<file path="src/rtl/jzjpcc_mem_pkg.sv">
// Shared types for the load/store alignment unit.
//   mem_size_t     : access size encoded as funct3[1:0]
//   align_state_t  : alignment FSM states
//   mem_size_bytes : number of bytes moved by an access of a given size
package jzjpcc_mem_pkg;

    typedef enum logic [1:0] {
        MemByte   = 2'b00,
        MemHalf   = 2'b01,
        MemWord   = 2'b10,
        MemDouble = 2'b11
    } mem_size_t;

    typedef enum logic [1:0] {
        Idle  = 2'b00,
        Beat0 = 2'b01,
        Beat1 = 2'b10,
        Resp  = 2'b11
    } align_state_t;

    function automatic int unsigned mem_size_bytes(mem_size_t size);
        return 32'd1 << size;
    endfunction

endpackage

</file>
<file path="src/rtl/jzjpcc_mem_lane_shifter.sv">
// Combinational byte-lane positioner for stores.
// Builds the byte mask and write data for the first or second bus beat of an access.
//   size     : access size
//   offset   : byte offset of the access inside the bus word
//   beat_sel : 0 = first beat, 1 = second (word-crossing) beat
//   data     : right-justified store data
//   mask     : byte enables for the selected beat
//   wdata    : lane-positioned write data for the selected beat
module jzjpcc_mem_lane_shifter
    import jzjpcc_mem_pkg::*;
#(
    parameter int unsigned XLEN  = 32,
    localparam int unsigned BYTES = XLEN / 8,
    localparam int unsigned OFFW  = $clog2(BYTES)
) (
    input  mem_size_t         size,
    input  logic [OFFW-1:0]   offset,
    input  logic              beat_sel,
    input  logic [XLEN-1:0]   data,
    output logic [BYTES-1:0]  mask,
    output logic [XLEN-1:0]   wdata
);

    localparam int unsigned MASKW = 2 * BYTES;

    logic [15:0]         size_mask;
    logic [MASKW-1:0]    wide_mask;
    logic [2*XLEN-1:0]   wide_data;

    // Shift into a double-width window: the low half is the first beat, the
    // high half is whatever spills into the next bus word.
    always_comb begin
        size_mask = (16'd1 << mem_size_bytes(size)) - 16'd1;
        wide_mask = MASKW'(size_mask) << offset;
        wide_data = {{XLEN{1'b0}}, data} << (8 * offset);
        if (beat_sel) begin
            mask  = wide_mask[MASKW-1:BYTES];
            wdata = wide_data[2*XLEN-1:XLEN];
        end else begin
            mask  = wide_mask[BYTES-1:0];
            wdata = wide_data[XLEN-1:0];
        end
    end

endmodule

</file>
<file path="src/rtl/jzjpcc_mem_align_unit.sv">
// Load/store alignment engine between execute and the data-memory bus.
// Positions store data on byte lanes, splits word-crossing accesses into two
// beats, and extracts/extends load data.
//   clock, reset_n            : clock and synchronous active-low reset
//   req_*                     : access request from execute (valid/ready)
//   bus_*                     : single-beat data-memory bus (valid/ready)
//   rsp_valid/data/fault      : one-cycle completion pulse
module jzjpcc_mem_align_unit
    import jzjpcc_mem_pkg::*;
#(
    parameter int unsigned XLEN             = 32,
    parameter bit          ALLOW_MISALIGNED = 1'b1,
    localparam int unsigned BYTES = XLEN / 8,
    localparam int unsigned OFFW  = $clog2(BYTES)
) (
    input  logic              clock,
    input  logic              reset_n,
    input  logic              req_valid,
    output logic              req_ready,
    input  logic              req_write,
    input  logic [2:0]        req_funct3,
    input  logic [XLEN-1:0]   req_addr,
    input  logic [XLEN-1:0]   req_wdata,
    output logic              bus_valid,
    input  logic              bus_ready,
    output logic              bus_write,
    output logic [XLEN-1:0]   bus_addr,
    output logic [XLEN-1:0]   bus_wdata,
    output logic [BYTES-1:0]  bus_mask,
    input  logic [XLEN-1:0]   bus_rdata,
    output logic              rsp_valid,
    output logic [XLEN-1:0]   rsp_data,
    output logic              rsp_fault
);

    align_state_t      state_q;
    logic              write_q;
    mem_size_t         size_q;
    logic              unsigned_q;
    logic [OFFW-1:0]   off_q;
    logic [XLEN-1:0]   wdata_q;
    logic [XLEN-1:0]   hold_q;
    logic              cross_q;

    // Request decode
    mem_size_t         req_size;
    logic [OFFW-1:0]   req_off;
    logic              req_cross;
    logic              req_illegal;

    always_comb begin
        req_size    = mem_size_t'(req_funct3[1:0]);
        req_off     = req_addr[OFFW-1:0];
        req_cross   = (32'(req_off) + mem_size_bytes(req_size)) > BYTES;
        req_illegal = (XLEN == 32) && (req_size == MemDouble);
    end

    assign req_ready = (state_q == Idle);

    // The shifter sees the live request in Idle (first beat is registered on
    // accept) and the latched request otherwise (second beat).
    mem_size_t         sh_size;
    logic [OFFW-1:0]   sh_off;
    logic              sh_beat;
    logic [XLEN-1:0]   sh_data;
    logic [BYTES-1:0]  sh_mask;
    logic [XLEN-1:0]   sh_wdata;

    always_comb begin
        if (state_q == Idle) begin
            sh_size = req_size;
            sh_off  = req_off;
            sh_beat = 1'b0;
            sh_data = req_wdata;
        end else begin
            sh_size = size_q;
            sh_off  = off_q;
            sh_beat = 1'b1;
            sh_data = wdata_q;
        end
    end

    jzjpcc_mem_lane_shifter #(
        .XLEN (XLEN)
    ) u_lane_shifter (
        .size     (sh_size),
        .offset   (sh_off),
        .beat_sel (sh_beat),
        .data     (sh_data),
        .mask     (sh_mask),
        .wdata    (sh_wdata)
    );

    // Load extraction on the final beat: the word arriving now is combined
    // with the held first word when the access crossed a bus word.
    logic [XLEN-1:0]   beat_lo;
    logic [XLEN-1:0]   beat_hi;
    logic [2*XLEN-1:0] combined;
    logic [XLEN-1:0]   shifted;
    logic [XLEN-1:0]   field_mask;
    logic              sign_bit;
    logic [XLEN-1:0]   load_ext;

    always_comb begin
        if (state_q == Beat1) begin
            beat_lo = hold_q;
            beat_hi = bus_rdata;
        end else begin
            beat_lo = bus_rdata;
            beat_hi = '0;
        end
        combined = {beat_hi, beat_lo} >> (8 * off_q);
        shifted  = combined[XLEN-1:0];
        unique case (size_q)
            MemByte: begin
                field_mask = XLEN'(8'hFF);
                sign_bit   = shifted[7];
            end
            MemHalf: begin
                field_mask = XLEN'(16'hFFFF);
                sign_bit   = shifted[15];
            end
            MemWord: begin
                field_mask = XLEN'(32'hFFFF_FFFF);
                sign_bit   = shifted[31];
            end
            default: begin
                field_mask = '1;
                sign_bit   = shifted[XLEN-1];
            end
        endcase
        load_ext = shifted & field_mask;
        if (!unsigned_q && sign_bit) begin
            load_ext = load_ext | ~field_mask;
        end
    end

    always_ff @(posedge clock) begin
        if (!reset_n) begin
            state_q    <= Idle;
            write_q    <= 1'b0;
            size_q     <= MemByte;
            unsigned_q <= 1'b0;
            off_q      <= '0;
            wdata_q    <= '0;
            hold_q     <= '0;
            cross_q    <= 1'b0;
            bus_valid  <= 1'b0;
            bus_write  <= 1'b0;
            bus_addr   <= '0;
            bus_wdata  <= '0;
            bus_mask   <= '0;
            rsp_valid  <= 1'b0;
            rsp_data   <= '0;
            rsp_fault  <= 1'b0;
        end else begin
            unique case (state_q)
                Idle: begin
                    rsp_valid <= 1'b0;
                    rsp_fault <= 1'b0;
                    rsp_data  <= '0;
                    if (req_valid) begin
                        write_q    <= req_write;
                        size_q     <= req_size;
                        unsigned_q <= req_funct3[2];
                        off_q      <= req_off;
                        wdata_q    <= req_wdata;
                        cross_q    <= req_cross;
                        if (req_illegal || (req_cross && !ALLOW_MISALIGNED)) begin
                            state_q   <= Resp;
                            rsp_valid <= 1'b1;
                            rsp_fault <= 1'b1;
                        end else begin
                            state_q   <= Beat0;
                            bus_valid <= 1'b1;
                            bus_write <= req_write;
                            bus_addr  <= {req_addr[XLEN-1:OFFW], {OFFW{1'b0}}};
                            bus_mask  <= sh_mask;
                            bus_wdata <= sh_wdata;
                        end
                    end
                end
                Beat0: begin
                    if (bus_ready) begin
                        if (!write_q) begin
                            hold_q <= bus_rdata;
                        end
                        if (cross_q) begin
                            state_q   <= Beat1;
                            bus_addr  <= bus_addr + XLEN'(BYTES);
                            bus_mask  <= sh_mask;
                            bus_wdata <= sh_wdata;
                        end else begin
                            state_q   <= Resp;
                            bus_valid <= 1'b0;
                            bus_write <= 1'b0;
                            bus_addr  <= '0;
                            bus_mask  <= '0;
                            bus_wdata <= '0;
                            rsp_valid <= 1'b1;
                            rsp_data  <= write_q ? '0 : load_ext;
                        end
                    end
                end
                Beat1: begin
                    if (bus_ready) begin
                        state_q   <= Resp;
                        bus_valid <= 1'b0;
                        bus_write <= 1'b0;
                        bus_addr  <= '0;
                        bus_mask  <= '0;
                        bus_wdata <= '0;
                        rsp_valid <= 1'b1;
                        rsp_data  <= write_q ? '0 : load_ext;
                    end
                end
                default: begin
                    state_q   <= Idle;
                    rsp_valid <= 1'b0;
                    rsp_fault <= 1'b0;
                    rsp_data  <= '0;
                end
            endcase
        end
    end

endmodule

</file>
<file path="config.mk">
export PLATFORM = sky130hd
export DESIGN_NAME = jzjpcc_mem_align_unit
export DESIGN_NICKNAME = d
export VERILOG_FILES = /design/src/rtl/jzjpcc_mem_pkg.sv /design/src/rtl/jzjpcc_mem_lane_shifter.sv /design/src/rtl/jzjpcc_mem_align_unit.sv
export SDC_FILE = /design/constraint.sdc
export NUM_CORES = 1
export LEC_CHECK = 0
export CORE_UTILIZATION = 60
export DETAILED_ROUTE_END_ITERATION = 8
export DONT_BUFFER_PORTS = 1
export PLACE_DENSITY = 0.79
export SLEW_MARGIN = 20
export SYNTH_ARGS = -nofsm -noshare
export SYNTH_HDL_FRONTEND = slang
export SYNTH_HIERARCHICAL = 1
export SYNTH_SLANG_ARGS = --single-unit
</file>
<file path="constraint.sdc">
create_clock -name clock -period 4.15 [get_ports clock]
set_input_delay 0.6225 -clock clock [delete_from_list [all_inputs] [get_ports clock]]
set_output_delay 0.6225 -clock clock [all_outputs]
set_load 0.005 [all_outputs]
</file>
# Word-level counts from Yosys, hierarchy flattened
# Index checks and enable logic that the tools add are counted.
dict set report op_classes {
  eq_ne 9
  n_lt_le_gt_ge 1
  n_mux 54
  shifts 6
  n_addsub 3
  bitwise 4
  n_reduce_logical 12
}
# cell count
set op_table {}
lappend op_table {{2-to-1 mux 32 bit} 18}
lappend op_table {{one-hot mux 32 bit (3 select lines)} 2}
lappend op_table {{one-hot mux 32 bit (2 select lines)} 2}
lappend op_table {{left shift 1 x 2 -> 32 bit (first input constant)} 2}
lappend op_table {{left shift 32 x 5 -> 64 bit} 1}
lappend op_table {{>> shifter 64 x 5 -> 32 bit} 1}
lappend op_table {{adder 2 x 32 -> 32 bit} 1}
lappend op_table {{adder 32 x 3 -> 32 bit (second input constant)} 1}
lappend op_table {{bitwise AND 32 bit} 1}
lappend op_table {{greater-than comparator 32 x 3 -> 1 bit (second input constant)} 1}
lappend op_table {{inverter 32 bit} 1}
lappend op_table {{OR 32 bit} 1}
lappend op_table {{left shift 1 x 32 -> 8 bit (first input constant)} 1}
lappend op_table {{2-to-1 mux 4 bit} 6}
lappend op_table {{2-to-1 mux 1 bit} 13}
lappend op_table {{2-to-1 mux 2 bit} 6}
lappend op_table {{one-hot mux 4 bit (3 select lines)} 1}
lappend op_table {{inequality test 2 bit (second input constant)} 5}
lappend op_table {{one-hot mux 1 bit (3 select lines)} 3}
lappend op_table {{AND reduction 3 bit} 3}
lappend op_table {{left shift 8 x 2 -> 8 bit} 1}
lappend op_table {{subtractor 8 x 1 -> 8 bit (second input constant)} 1}
lappend op_table {{one-hot mux 2 bit (3 select lines)} 1}
lappend op_table {{AND reduction 6 bit} 1}
lappend op_table {{11 further kinds} 15}
dict set report word_totals {
  wordCells 105
  reg_bits 177
}

# Logic depth before layout (Yosys ltp)
dict set report depth {
  word_depth 10
  mapped_depth 13
  ltp_nobuf 9
}

# Hierarchy
# Netlist, hierarchy kept.
# mod area_per_inst_um2 cells_per_inst n_inst
set by_module_without_submodules {}
lappend by_module_without_submodules {jzjpcc_mem_align_unit 8998.6 1105 1}
lappend by_module_without_submodules {jzjpcc_mem_lane_shifter 923.4 122 1}

# Worst setup path before layout
# Ideal clock, no wire load.
dict set report synth_path {
  kind {register to register}
  start {register state_q[0]}
  end {register bus_mask[2]}
  path_buffers 5
  arrival_ps 2398
  stages_incl_launch_ff 13
  required_ps 4080
  path_slack_ps 1682
  setup_ps 70
  cell_sequence {dfxtp_1 -> inv_1 -> ha_1 -> buf_2 -> clkbuf_1 -> mux2_2 -> buf_6 -> buf_12 -> buf_12 -> and3_1 -> a2111oi_2 -> nand3_1 -> a21oi_1}
}
# element line
set synth_rtl {}
lappend synth_rtl {{start, declared} jzjpcc_mem_align_unit.sv:36} ;# align_state_t state_q;
lappend synth_rtl {{start signal, assigned} jzjpcc_mem_align_unit.sv:140} ;# state_q <= Idle;
lappend synth_rtl {{start signal, assigned} jzjpcc_mem_align_unit.sv:170} ;# state_q <= Resp;
lappend synth_rtl {{start signal, assigned} jzjpcc_mem_align_unit.sv:174} ;# state_q <= Beat0;
lappend synth_rtl {{zero test 2 bit (*)} --}
lappend synth_rtl {{named net req_ready} jzjpcc_mem_align_unit.sv:19} ;# output logic req_ready,
lappend synth_rtl {{2-to-1 mux 2 bit (*)} jzjpcc_mem_align_unit.sv:70} ;# if (state_q == Idle) begin
lappend synth_rtl {{named net sh_off[0]} jzjpcc_mem_align_unit.sv:63} ;# logic [OFFW-1:0] sh_off;
lappend synth_rtl {{left shift 8 x 2 -> 8 bit (*)} jzjpcc_mem_lane_shifter.sv:34} ;# wide_mask = MASKW'(size_mask) << offset;
lappend synth_rtl {{2-to-1 mux 4 bit (*)} jzjpcc_mem_lane_shifter.sv:36} ;# if (beat_sel) begin
lappend synth_rtl {{named net sh_mask[2]} jzjpcc_mem_align_unit.sv:66} ;# logic [BYTES-1:0] sh_mask;
lappend synth_rtl {{2-to-1 mux 4 bit (on tied branches)} {jzjpcc_mem_align_unit.sv:188, jzjpcc_mem_align_unit.sv:169}}
lappend synth_rtl {{2-to-1 mux 4 bit (on tied branches)} {jzjpcc_mem_align_unit.sv:184, jzjpcc_mem_align_unit.sv:162}}
lappend synth_rtl {{one-hot mux 4 bit (3 select lines) (*)} jzjpcc_mem_align_unit.sv:157} ;# unique case (state_q)
lappend synth_rtl {{end signal, assigned} jzjpcc_mem_align_unit.sv:178} ;# bus_mask <= sh_mask;
lappend synth_rtl {{end signal, assigned} jzjpcc_mem_align_unit.sv:191} ;# bus_mask <= sh_mask;
lappend synth_rtl {{end, declared} jzjpcc_mem_align_unit.sv:29} ;# output logic [BYTES-1:0] bus_mask,
# The timed path passes the listed nets; every way through them passes the cells marked *. The select of a mux whose other input is x is not followed.
# A chain may end at the register's enable or synchronous reset.

# Worst setup path after layout
dict set report layout_path {
  start {register state_q[0]}
  end {register rsp_data[27]}
}
dict set report layout_between {
  elab_chain_cells 10
}
# element line
set layout_rtl {}
lappend layout_rtl {{equality test 2 bit} {jzjpcc_mem_align_unit.sv:105, jzjpcc_mem_align_unit.sv:157}}
lappend layout_rtl {{2-to-1 mux 32 bit} jzjpcc_mem_align_unit.sv:105} ;# if (state_q == Beat1) begin
lappend layout_rtl {{>> shifter 64 x 5 -> 32 bit} jzjpcc_mem_align_unit.sv:112} ;# combined = {beat_hi, beat_lo} >> (8 * off_q);
lappend layout_rtl {{one-hot mux 1 bit (2 select lines) or bitwise AND 32 bit (tied branches)} {jzjpcc_mem_align_unit.sv:114, jzjpcc_mem_align_unit.sv:132}}
lappend layout_rtl {{logical AND 1 bit or OR 32 bit (tied branches)} {jzjpcc_mem_align_unit.sv:133, jzjpcc_mem_align_unit.sv:134}}
lappend layout_rtl {{2-to-1 mux 32 bit} jzjpcc_mem_align_unit.sv:133} ;# if (!unsigned_q && sign_bit) begin
lappend layout_rtl {{2-to-1 mux 32 bit} {jzjpcc_mem_align_unit.sv:201, jzjpcc_mem_align_unit.sv:214}}
lappend layout_rtl {{2-to-1 mux 32 bit} jzjpcc_mem_align_unit.sv:188} ;# if (cross_q) begin
lappend layout_rtl {{2-to-1 mux 32 bit} jzjpcc_mem_align_unit.sv:184} ;# if (bus_ready) begin
lappend layout_rtl {{one-hot mux 32 bit (2 select lines)} jzjpcc_mem_align_unit.sv:157}
lappend layout_rtl {{end signal, assigned} jzjpcc_mem_align_unit.sv:201} ;# rsp_data <= write_q ? '0 : load_ext;
lappend layout_rtl {{end signal, assigned} jzjpcc_mem_align_unit.sv:214} ;# rsp_data <= write_q ? '0 : load_ext;
lappend layout_rtl {{end, declared} jzjpcc_mem_align_unit.sv:32} ;# output logic [XLEN-1:0] rsp_data,
# Parallel ways exist; a longest one is shown, timed or not. The select of a mux whose other input is x is not followed.

==> metrics.md <==
| Metric | Value |
|---|---|
| Run status | finished, final reports clean |
| Cts bufs inserted | 17 |
| First-pass GRT wire length | 43200 um |
| Post-CTS setup buffers | 0 |
| Max Root-Sink Buffers | 2 |
| Post-CTS Resized | 0 |
| Hpwl dp | 19700 um |
| Area leader, netlist | dfxtp_1 |
| Clk slew on worst S/H paths | around 0.070 ns |
| Drt pass-1 iters | 6 |
| Synth top area share | a little over a third |
| Power Dens Cells | 761 nW/um^2 |
| R2R Path Start | state_q[0] |
| GR Overflow Total | 0 |
| Max-cap violations | 0 |
| Initial antenna violation count | 0 |
| CP Data Arrival Time | 3.10 ns |
| Total global-route track usage | 32.7% |
| Unrepaired setup endpoints after global routing | no |
| Clk root buf | clkbuf_16 |
| Setup violators final | 0 |
| Max Clock Skew | 0.0133 ns |
| Placed Cells incl. Taps | around 1400 |
| Count of final max-slew check failures | 0 |
| Final min period | 2.80 ns |
| Leakage | between 3 and 4 nW |
| Critical path peak fanout | 16 |
| Synth cell types | 71 |
| Post-synthesis instance total | 1227 |
| Worst EP required | 4.44 ns |
| Setup Total Neg Slack | 0 ns |
| Final nets | between 1000 and 1500 |
| Setup crit start kind | register |
| Post-synth EDFFs | 0 |
| Hold Violations, Final | 0 |
| Setup CP Type | register to register |
| Die area | 17100 um^2 |
| Setup crit end | rsp_data[27] |
| Seq cells post-synth | between 150 and 200 |
| Hold WC Path Type | input port to register |
| Largest net degree at the start of global routing | 77 |
| I/O Pins | 209 |
| Seq/Total Area, Yosys | 35.3% |
| Max frequency | 357 MHz |
| Initial Util | between 60% and 70% |
| Clk_lat worst skew | 0.45 ns |
| R2r worst-path depth | 7 |
| Antenna Cells | 0 |
| Synth-to-layout area growth | 4.51% |
| Total Wirelength | around 28000 um |
| Layout cells sized above 1 | 10.7% |
| Post-CTS Hold Fix Bufs | 0 |
| DR WL/cell | 20.5 um |
| Top cells by area, synth | dfxtp_1 35%, nand2_1 9.1%, mux2i_1 8.9% |
| Worst R2R Setup Slack | 1.35 ns |
| PnR Total Power | a little under 8 mW |
| RR Endpoint | rsp_data[27] |
| Syn avg cell area | 8.09 um^2 |
| Ys async rst share | 0% |
| Peak VDD IR | 0.445 mV |
| Vias | 8983 |
| YS warnings | 6 |
| DRC Markers | 0 |
| Finished Core Util | ~65% |
| Commonest cells after routing, fill and taps aside | 240 x nand2_1, 174 x dfxtp_1, 153 x a21oi_1 |
| Iteration-0 DRC Markers | 861 |
| Most common cell after layout, fill and taps aside | nand2_1 |
| Rows | 46 |
| Port-buffer cells | 0 |
| Filler cells | 1395 |
| Sink Count | 175 |
| Post-Syn Area | approximately 9900 um^2 |
| H-tree depth | 4 |
| Max-slew headroom | 41.8% |
| Number of global-route vias before repair | 8066 |
| Post-DR vias/cell | 6.50 |
| RePlAce Congestion | 0.937 |
| Die Height | 131 um |
| Post-route antenna net violation count | 0 |
| Worst-Margin Slew | 0.871 ns |
| Core footprint | 16000 um^2 |
| Post-synth top flop | dfxtp_1 |
| CTS tree | done |
| Critical path startpoint | state_q[0] |
| Part of the cycle the worst path needs | 67.5% |
| Die width | around 130 um |
| Crit end category | register |
| Cell Count, Final, Fillers Out | ~1400 |
[synth_stat cells (all sizes together) (6+ instances only)]
library cell    n
nand2         241
a21oi         153
nor3           15
nor2b           6
o21ai          35
nand3          60
inv            20
buf            44
nor2           57
nand4          13
dfxtp         175
and3           17
and4            8
mux2           43
nand2b         12
o211ai         25
o22ai          11
clkbuf         63
a31oi           7
ha              8
o22a            9
nor4            8
o2bb2ai        10
a2bb2oi         7
a22o            9
o21a            9
mux2i          88
mux4           10
[how the worst min path moves through the flow]
stage | start | to | slack [ns] | cells past startpoint
finish | reset_n | bus_addr[26] | 0.30 | 2
global route | reset_n | bus_addr[26] | 0.29 | 2
CTS | reset_n | bus_addr[26] | 0.30 | 2
detailed placement | wdata_q[16] | wdata_q[16] | 0.44 | 2
global placement | wdata_q[29] | wdata_q[29] | 0.44 | 2
floorplan | unsigned_q | unsigned_q | 0.43 | 2
[area by class of cell]
cell class                 instances  area (um^2)  area share, %
sequential                       175         3500           33.8
clock inverter                    15          141           1.36
tap                              216          270           2.61
inverter                          20         77.6          0.748
timing repair buffer              13          110           1.06
clock buffer                      17          425           4.10
multi-input combinational        926         5840           56.3
[cell families (layout without fill, tap and decap cells)]
kind of cell / Yosys count / in the layout / synth area share, %
AO/OA/AOI/OAI: 320 / 320 / 20.8
AND/OR/NAND/NOR: 453 / 453 / 20.4
XOR/XNOR: 1 / 1 / 0.0883
buffers and inverters: 127 / 65 / 6.05
multiplexers: 141 / 141 / 16.1
flip-flops: 175 / 175 / 35.3
other: 1 / 2 / 0.0378
adder cells (fa/ha/maj): 9 / 9 / 1.21
[metal layers]
metal	global-route usage, %	share of wire, %
met3	10.4	9.9
met2	52.2	47
met4	13.3	3.4
met1	40.8	40
met5	0	0
[where the power goes]
group / internal, mW / leakage (nW) / switching [mW] / total, mW
Combinational: 1.42 / 2.03 / 2.28 / 3.70
Clock: 0.798 / 0.275 / 0.771 / 1.57
Sequential: 2.14 / 1.43 / 0.488 / 2.63
Total: 4.35 / 3.73 / 3.54 / 7.90
[metrics by stage]
step | hold slack (ns) | cell area [um^2] | worst slack (ns)
2_1_floorplan | 0.432 | 9930 | 1.68
3_3_place_gp | 0.440 | 9800 | 1.48
3_5_place_dp | 0.444 | 9800 | 1.43
4_1_cts | 0.301 | 10400 | 1.41
5_1_grt | 0.294 | 10400 | 1.13
6_report | 0.300 | 10400 | 1.35
[worst max-delay path, cell delays in order (launching register included)]
cell and delay (ns):
dfxtp_1 0.34, inv_1 0.12, ha_1 0.44, nor2_1 0.17, o21ai_1 0.66, or4_1 0.42
o41a_4 0.37, o211ai_1 0.13
[state kept, by name, indices dropped and copies added (netlist names)]
register	cells
rsp_fault	1
off_q	2
size_q	2
bus_addr	30
unsigned_q	1
cross_q	1
hold_q	32
bus_wdata	32
bus_write	1
wdata_q	32
rsp_data	32
rsp_valid	1
state_q	2
bus_valid	1
write_q	1
bus_mask	4
No activity file was read; power rests on OpenSTA's default activity.
